==> config.mk <==
export PLATFORM = sky130hd
export DESIGN_NAME = neuron_accumulator_flat
export DESIGN_NICKNAME = d
export VERILOG_FILES = /design/src/rtl/ann_pkg.sv /design/src/rtl/neuron_accumulator_if.sv /design/src/rtl/neuron_accumulator.sv /design/src/flat_wrapper.sv
export SDC_FILE = /design/constraint.sdc
export NUM_CORES = 1
export LEC_CHECK = 0
export CELL_PAD_IN_SITES_DETAIL_PLACEMENT = 1
export CELL_PAD_IN_SITES_GLOBAL_PLACEMENT = 1
export CORE_MARGIN = 1
export CORE_UTILIZATION = 40
export CTS_CLUSTER_DIAMETER = 120
export DETAILED_ROUTE_END_ITERATION = 10
export HOLD_SLACK_MARGIN = 0.06
export PLACE_DENSITY = 0.88
export SLEW_MARGIN = 40
export SYNTH_ARGS = -nofsm -noshare
export SYNTH_HDL_FRONTEND = slang
export SYNTH_SLANG_ARGS = --single-unit
==> constraint.sdc <==
create_clock -name clk -period 8.5 [get_ports clk]
set_input_delay 1.7 -clock clk [delete_from_list [all_inputs] [get_ports clk]]
set_output_delay 1.7 -clock clk [all_outputs]
set_load 0.005 [all_outputs]
==> src/rtl/ann_pkg.sv <==
// Shared types and arithmetic helpers for the ANN datapath blocks.
package ann_pkg;

  localparam int DATA_W_DEF = 32;

  typedef enum logic [1:0] {
    IDLE  = 2'd0,
    ACCUM = 2'd1,
    HOLD  = 2'd2
  } state_e;

  // Arguments are the sign bits of both addends and of the wrapped sum.
  function automatic logic add_ovf(input logic a, input logic b, input logic sum);
    return (a == b) && (sum != a);
  endfunction

endpackage

==> src/rtl/neuron_accumulator_if.sv <==
// Partial-sum input stream and pre-activation output stream of the neuron accumulator.
interface neuron_accumulator_if #(
  parameter int DATA_W = ann_pkg::DATA_W_DEF
);

  logic                     clear;
  logic signed [DATA_W-1:0] bias;
  logic                     in_valid;
  logic signed [DATA_W-1:0] in_data;
  logic                     in_ready;
  logic                     out_valid;
  logic signed [DATA_W-1:0] out_data;
  logic                     out_ovf;
  logic                     out_ready;

  modport master (
    output clear, bias, in_valid, in_data, out_ready,
    input  in_ready, out_valid, out_data, out_ovf
  );

  modport slave (
    input  clear, bias, in_valid, in_data, out_ready,
    output in_ready, out_valid, out_data, out_ovf
  );

endinterface

==> src/rtl/neuron_accumulator.sv <==
// Adds a per-neuron bias to N_TERMS partial-sum beats and presents the wrapped
// pre-activation plus a sticky signed-overflow flag through a valid/ready handshake.
module neuron_accumulator
  import ann_pkg::*;
#(
  parameter int DATA_W  = DATA_W_DEF,
  parameter int N_TERMS = 8
) (
  input  logic                 clk,
  input  logic                 rst_n,
  neuron_accumulator_if.slave  bus
);

  localparam int              CNT_W    = $clog2(N_TERMS + 1);
  localparam logic [CNT_W-1:0] LAST_CNT = CNT_W'(N_TERMS);

  state_e                   state_q, state_d;
  logic signed [DATA_W-1:0] acc_q, acc_d;
  logic [CNT_W-1:0]         cnt_q, cnt_d;
  logic                     ovf_q, ovf_d;
  logic                     out_valid_q, out_valid_d;
  logic signed [DATA_W-1:0] out_data_q, out_data_d;
  logic                     out_ovf_q, out_ovf_d;

  logic                     in_ready;
  logic                     accept;
  logic                     first_beat;
  logic signed [DATA_W-1:0] addend;
  logic signed [DATA_W-1:0] sum;
  logic                     sum_ovf;
  logic                     ovf_acc;
  logic [CNT_W-1:0]         cnt_next;

  // A held result frees the input only when it is being retired this same cycle.
  assign in_ready   = !bus.clear && ((state_q != HOLD) || bus.out_ready);
  assign accept     = bus.in_valid && in_ready;
  assign first_beat = (state_q != ACCUM);
  assign addend     = first_beat ? bus.bias : acc_q;
  assign sum        = addend + bus.in_data;
  assign sum_ovf    = add_ovf(addend[DATA_W-1], bus.in_data[DATA_W-1], sum[DATA_W-1]);
  assign ovf_acc    = sum_ovf || (!first_beat && ovf_q);
  assign cnt_next   = first_beat ? CNT_W'(1) : cnt_q + CNT_W'(1);

  always_comb begin
    state_d     = state_q;
    acc_d       = acc_q;
    cnt_d       = cnt_q;
    ovf_d       = ovf_q;
    out_valid_d = out_valid_q;
    out_data_d  = out_data_q;
    out_ovf_d   = out_ovf_q;

    if (bus.clear) begin
      state_d     = IDLE;
      acc_d       = '0;
      cnt_d       = '0;
      ovf_d       = 1'b0;
      out_valid_d = 1'b0;
    end else begin
      if ((state_q == HOLD) && bus.out_ready) begin
        out_valid_d = 1'b0;
        state_d     = IDLE;
      end
      // A beat taken while retiring overrides the retire defaults above.
      if (accept) begin
        acc_d = sum;
        ovf_d = ovf_acc;
        if (cnt_next == LAST_CNT) begin
          out_data_d  = sum;
          out_ovf_d   = ovf_acc;
          out_valid_d = 1'b1;
          cnt_d       = '0;
          state_d     = HOLD;
        end else begin
          cnt_d   = cnt_next;
          state_d = ACCUM;
        end
      end
    end
  end

  always_ff @(posedge clk) begin
    if (!rst_n) begin
      state_q     <= IDLE;
      acc_q       <= '0;
      cnt_q       <= '0;
      ovf_q       <= 1'b0;
      out_valid_q <= 1'b0;
      out_data_q  <= '0;
      out_ovf_q   <= 1'b0;
    end else begin
      state_q     <= state_d;
      acc_q       <= acc_d;
      cnt_q       <= cnt_d;
      ovf_q       <= ovf_d;
      out_valid_q <= out_valid_d;
      out_data_q  <= out_data_d;
      out_ovf_q   <= out_ovf_d;
    end
  end

  assign bus.in_ready  = in_ready;
  assign bus.out_valid = out_valid_q;
  assign bus.out_data  = out_data_q;
  assign bus.out_ovf   = out_ovf_q;

endmodule

==> src/flat_wrapper.sv <==
// flat-port wrapper written by rule: the top's interface ports become plain ports
module neuron_accumulator_flat import ann_pkg::*;
#(
  parameter int DATA_W  = DATA_W_DEF,
  parameter int N_TERMS = 8
)
  (clk, rst_n, bus_clear, bus_bias, bus_in_valid, bus_in_data, bus_out_ready, bus_in_ready, bus_out_valid, bus_out_data, bus_out_ovf);
  neuron_accumulator_if #(.DATA_W(DATA_W)) bus_i ();
  input  logic clk;
  input  logic rst_n;
  input wire logic [$bits(bus_i.clear)-1:0] bus_clear;
  input wire logic [$bits(bus_i.bias)-1:0] bus_bias;
  input wire logic [$bits(bus_i.in_valid)-1:0] bus_in_valid;
  input wire logic [$bits(bus_i.in_data)-1:0] bus_in_data;
  input wire logic [$bits(bus_i.out_ready)-1:0] bus_out_ready;
  output wire logic [$bits(bus_i.in_ready)-1:0] bus_in_ready;
  output wire logic [$bits(bus_i.out_valid)-1:0] bus_out_valid;
  output wire logic [$bits(bus_i.out_data)-1:0] bus_out_data;
  output wire logic [$bits(bus_i.out_ovf)-1:0] bus_out_ovf;
  assign bus_i.clear = bus_clear;
  assign bus_i.bias = bus_bias;
  assign bus_i.in_valid = bus_in_valid;
  assign bus_i.in_data = bus_in_data;
  assign bus_i.out_ready = bus_out_ready;
  assign bus_in_ready = bus_i.in_ready;
  assign bus_out_valid = bus_i.out_valid;
  assign bus_out_data = bus_i.out_data;
  assign bus_out_ovf = bus_i.out_ovf;
  neuron_accumulator #(.DATA_W(DATA_W), .N_TERMS(N_TERMS)) u_core (.clk(clk), .rst_n(rst_n), .bus(bus_i));
endmodule
* Yosys cells after proc, flatten, opt, wreduce, memory -nomap -nowiden *
Index checks and enable logic that the tools add are counted.
W data, S select, Z words.

operators by class
  add/sub/neg operators = 2
  multiply operators = 0
  divide/modulo/power cells = 0
  magnitude comparators = 0
  eq/ne operators = 6
  shift operators = 0
  multiplexer cells = 9
  bitwise gates (word level) = 2
  reduce and logical (&&, ||, !) cells = 12

operators with widths
  kind                   number
  $add A32 B32 Y32       1
  $mux W32               1
  $mux W4                2
  $mux W2                3
  $logic_and A1 B1 Y1    5
  $add A4 B1 Y4 const B  1
  $eq A4 B4 Y1 const B   1
  $mux W1                3
  $reduce_and A3 Y1      1
  $eq A2 B2 Y1 const B   1
  $logic_not A1 Y1       2
  $logic_or A1 B1 Y1     2
  $ne A2 B1 Y1 const B   1
  $ne A2 B2 Y1 const B   1
  $not A1 Y1             2
  $reduce_bool A2 Y1     1
  $reduce_or A2 Y1       1
  $eq A1 B1 Y1           1
  $ne A1 B1 Y1           1

storage, ports and cells
  flip-flop bits (word level) = 73
  bits in latches = 0
  RAM bits = 0
  ROM bits = 0
  input bits = 69
  output and inout port bits = 35
  word-level logic and storage cells = 38
  memories kept = 0

* Logic depth before layout (Yosys ltp) *
  word-level depth = 6
  depth in mapped cells = 16
  mapped depth without buffers = 15

* Worst setup path before layout *
OpenSTA, ideal clock, no wires.

  path kind = in2reg
  from = input port bus_bias[0]
  to = register u_core.acc_q[22]
  arrival time = 3751 ps
  required time = 8426 ps
  path slack = 4675 ps
  cell stages on the path = 13
  buffers on the path = 0
  cells stage by stage = nand2_1 nand2_1 ha_1 inv_1 fa_1 nor2b_4 o211ai_2 a21boi_2 o21ai_1 a21oi_2 o21ai_1 or4_1 a31oi_1

between the ends
  cells in the longest elaborated chain, start to end = 2

ends and longest elaborated chain
  item                    RTL line                  source
  start: declaration      flat_wrapper.sv:12        input wire logic [$bits(bus_i.bias)-1:0] bus_bias;
  $mux W32                neuron_accumulator.sv:38  assign addend = first_beat ? bus.bias : acc_q;
  $add A32 B32 Y32        neuron_accumulator.sv:39  assign sum = addend + bus.in_data;
  end signal: assignment  neuron_accumulator.sv:85  acc_q <= '0;
  end signal: assignment  neuron_accumulator.sv:93  acc_q <= acc_d;
  end: declaration        neuron_accumulator.sv:18  logic signed [DATA_W-1:0] acc_q, acc_d;

No other way between the ends.
A chain may end at the register's enable or synchronous reset.

* Worst setup path in the final report *
  from = input port bus_out_ready
  to = output port bus_in_ready

between the ends
  cells in the longest elaborated chain, start to end = 2

ends and longest elaborated chain
  item                 RTL line                  source
  start: declaration   flat_wrapper.sv:15        input wire logic [$bits(bus_i.out_ready)-1:0] bus_out_ready;
  $logic_or A1 B1 Y1   neuron_accumulator.sv:35  assign in_ready = !bus.clear && ((state_q != HOLD) || bus.out_ready);
  $logic_and A1 B1 Y1  neuron_accumulator.sv:35
  end: declaration     flat_wrapper.sv:16        output wire logic [$bits(bus_i.in_ready)-1:0] bus_in_ready;

No other way between the ends.

==> impl_results.md <==
* Placed cell areas at 0.00607 mm²
* Crit path launch: bus_out_ready
* Fraction of registers with async set/reset at 0%
* R2r setup slk at ~4700 ps
* Sw Ratio at between 30% and 40%
* Clock Power Share at 39.3%
* PD cells at 159 mW/mm²
* Comb pwr share at 25.9%
* CTS Buf Count at 9
* H-tree depth at 3
* EDFF count, synth at 0
* CTS tree: built
* Worst skew pair latency at 350 ps
* F_max at roughly 210 MHz
* Post-CTS resize count at 0
* Grt ovf at 0
* Clock sink count at 73
* Nets at 875
* CTS Buffer Depth at 2
* Reg2Reg Depth at 13
* WL per Instance at 18.5 µm
* Initial Util at about two fifths
* Mean post-synth cell area at about 7.2 µm²
* Worst Path Arrival at 2990 ps
* Endpoint class of the critical path: primary output
* RR Endpoint: u_core.bus.out_data[23]$_SDFFE_PN0P_
* Synth top area cells: dfxtp_1, nand2_1, ha_1
* Global-route wire length before repair at 28.1 mm
* Fin. Hold Viols at 0
* Leak at 2.47 nW
* Total track usage at about 28%
* YS warnings at 0
* Cell count after synthesis at 693
* Register share of total power at 34.8%
* Vias per cell at 5.75
* Min Tclk post-route at 4690 ps
* Synth unique cells at 59
* Worst setup endpoint: bus_in_ready
* GP Congestion at 0.898
* Total Routed Length at 17.5 mm
* Syn Nets at 795
* Post-CTS Setup Repair Bufs at 0
* Setup TNS at 0 ps
* DP HPWL at 12.6 mm
* Area Growth Syn to Fin at 28.0%
* Max transition margin at a little under half
* Worst-Margin Slew at between 800 and 900 ps
* CP Max Fanout at 3
* N_diodes at 0
* Vert. Die Dim at 114 µm
* RSZ-0062 raised after global routing: no
* Post-synth top flop: dfxtp_1
* Residual DRC count at 0
* Root Driver: clkbuf_16
* Largest net degree at the start of global routing at 44
* Clock Skews at 8.99 ps
* Core ar. at 0.0121 mm²
* Net Sw Power at between 300 and 400 µW
* Seq cells post-synth at 73
* Seq/Total Area, Yosys at 29.3%
* Peak supply drop at just over 0.1 mV
* R2R Path Start: u_core.state_q[0]$_SDFFE_PP0P_
* Startpoint types: input port
* Die Area at 0.0129 mm²
* Clock Pin Slew Worst Setup and Hold Paths at 70 ps
* Overall power at 1.01 mW
* Fin crit share at 55.2%
* Vias in the first global route at 5738
* Cell area after synthesis at 0.00498 mm²
* Cell Rows at 40
* Biggest area consumer among synthesized cells: dfxtp_1
* Worst Hold Class: flop to flop
* Antenna-violating nets left at 0
* Max-Cap Viols at 0
* Outcome: complete, no violations
* I/O pin total at 104
* Cts hold-fix bufs at 0
* Layout cells sized above 1 at 5.14%
* Internal power at 686 µW
* Fin area at 0.00638 mm²
* Drt first pass iters at 5
* Total number of vias at 5442
* Horiz. Die Dim at 114 µm
* # setup viols final at 0
* I/O Buffers at 103
* DR iter-0 viols at 343
* Max Slew Vio Count at 0
* WS Path Type: input port to primary output
* CP required at around 6800 ps
* Synth top area share at 29.3%
* Antenna violations before repair at 0
==> cell type report <==
| cell class | count | area, µm² |
|---|---|---|
| Sequential cell | 73 | 1460 |
| Clock buffer | 9 | 225 |
| Tap cell | 168 | 210 |
| Clock inverter | 7 | 80.1 |
| Multi-Input combinational cell | 564 | 3260 |
| Timing Repair Buffer | 111 | 1090 |
| Fill cell | 1520 | 5680 |
| Inverter | 14 | 52.6 |
==> power by group through the flow <==
stage | logic, mW | clock network [mW] | registers (mW)
after floorplan | 0.177 | 0 | 0.358
after global placement | 0.246 | 0 | 0.359
after detailed placement | 0.256 | 0 | 0.360
after CTS | 0.260 | 0.396 | 0.352
after global routing | 0.286 | 0.415 | 0.352
final | 0.263 | 0.398 | 0.352
==> layout by cell type, fill, tap and decap left out, types with 6 or more instances in the layout <==
cell	Yosys	routed
a211oi_1	11	11
xor2_1	9	9
dfxtp_1	73	73
a21o_1	12	12
buf_4	2	8
nor3_1	7	7
o21a_1	6	6
nor2_1	30	30
a31oi_1	9	9
nand2_1	194	193
xnor2_1	16	16
nand3_1	35	35
a21oi_1	72	72
o21ai_0	33	33
nand3b_1	6	6
nand4_1	9	9
clkbuf_16	0	9
nor2b_1	8	7
o211ai_1	11	11
ha_1	32	32
and3_1	9	9
clkdlybuf4s50_1	0	103
nand2b_1	7	7
inv_1	13	12
==> logic make-up after synthesis <==
| group | synth area share (%) |
|---|---|
| adders and majority gates | 8.44 |
| AOI/OAI and AO/OA | 23.7 |
| and+or+nand+nor | 28.3 |
| buffers and inverters | 5.47 |
| muxes | 0.402 |
| DFF | 29.3 |
| xor gates and xnor gates | 4.39 |
==> worst min path at each step <==
stage | startpoint | end | slack, ps | cells after the start
floorplan | u_core.acc_q[0]$_SDFFE_PP0P_ | u_core.acc_q[0]$_SDFFE_PP0P_ | 440 | 2
global placement | u_core.acc_q[15]$_SDFFE_PP0P_ | u_core.acc_q[15]$_SDFFE_PP0P_ | 440 | 2
detailed placement | u_core.bus.out_data[11]$_SDFFE_PN0P_ | u_core.bus.out_data[11]$_SDFFE_PN0P_ | 450 | 2
CTS | u_core.acc_q[4]$_SDFFE_PP0P_ | u_core.acc_q[4]$_SDFFE_PP0P_ | 460 | 2
global route | u_core.acc_q[4]$_SDFFE_PP0P_ | u_core.acc_q[4]$_SDFFE_PP0P_ | 470 | 2
finish | u_core.bus.out_data[6]$_SDFFE_PN0P_ | u_core.bus.out_data[6]$_SDFFE_PN0P_ | 460 | 2
==> sequential cells by signal, indices dropped and copies added (netlist names) <==
| signal | cells |
|---|---|
| u_core.bus.out_valid | 1 |
| u_core.ovf_q | 1 |
| u_core.cnt_q | 4 |
| u_core.state_q | 2 |
| u_core.bus.out_ovf | 1 |
| u_core.bus.out_data | 32 |
| u_core.acc_q | 32 |
==> layer usage <==
layer	vias to the layer above	track usage, %	routed length, µm
met1	2679	32.6	7590
met3	22	2.87	747
met4	0	10.2	302
li1	2580	-	-
met5	-	0	0
met2	161	51.3	8880
==> cells in the mapped netlist (2+ instances only) <==
cell,n
a21oi_4,2
or4_1,3
buf_2,6
a21boi_0,3
o211ai_1,11
nor3_1,7
clkbuf_2,2
nand2b_1,7
mux2i_1,2
nand3_1,35
inv_1,13
o2111ai_1,3
nor2_1,30
clkbuf_1,21
a21oi_2,2
and3_1,9
buf_6,6
a21o_1,12
or3_1,2
nand4b_1,2
buf_1,5
nor2b_1,8
xnor2_1,16
o31a_1,2
a311oi_1,2
dfxtp_1,73
o21ai_0,33
and2_1,2
ha_1,32
buf_4,2
a21oi_1,72
o31ai_1,2
xor2_1,9
o21a_1,6
o21ai_1,3
nand4_1,9
nand3b_1,6
a31oi_1,9
nand2_1,194
a211oi_1,11
==> worst max-delay path, cell delays in order <==
cell and delay (ps):
clkdlybuf4s50_1 480, nor2_1 50, a21oi_1 230, clkdlybuf4s50_1 540
==> per-stage QoR <==
| stage | setup WS, ps | instances | hold WS, ps | utilization [%] |
|---|---|---|---|---|
| 2_1_floorplan | 4670 | 693 | 437 | - |
| 3_3_place_gp | 3840 | 930 | 443 | 50.3 |
| 3_5_place_dp | 3800 | 930 | 450 | 50.3 |
| 4_1_cts | 3790 | 946 | 459 | 52.9 |
| 5_1_grt | 3730 | 946 | 472 | 52.9 |
| 6_report | 3810 | 946 | 458 | 52.9 |
Note: power is estimated with default switching activity, not from simulation.
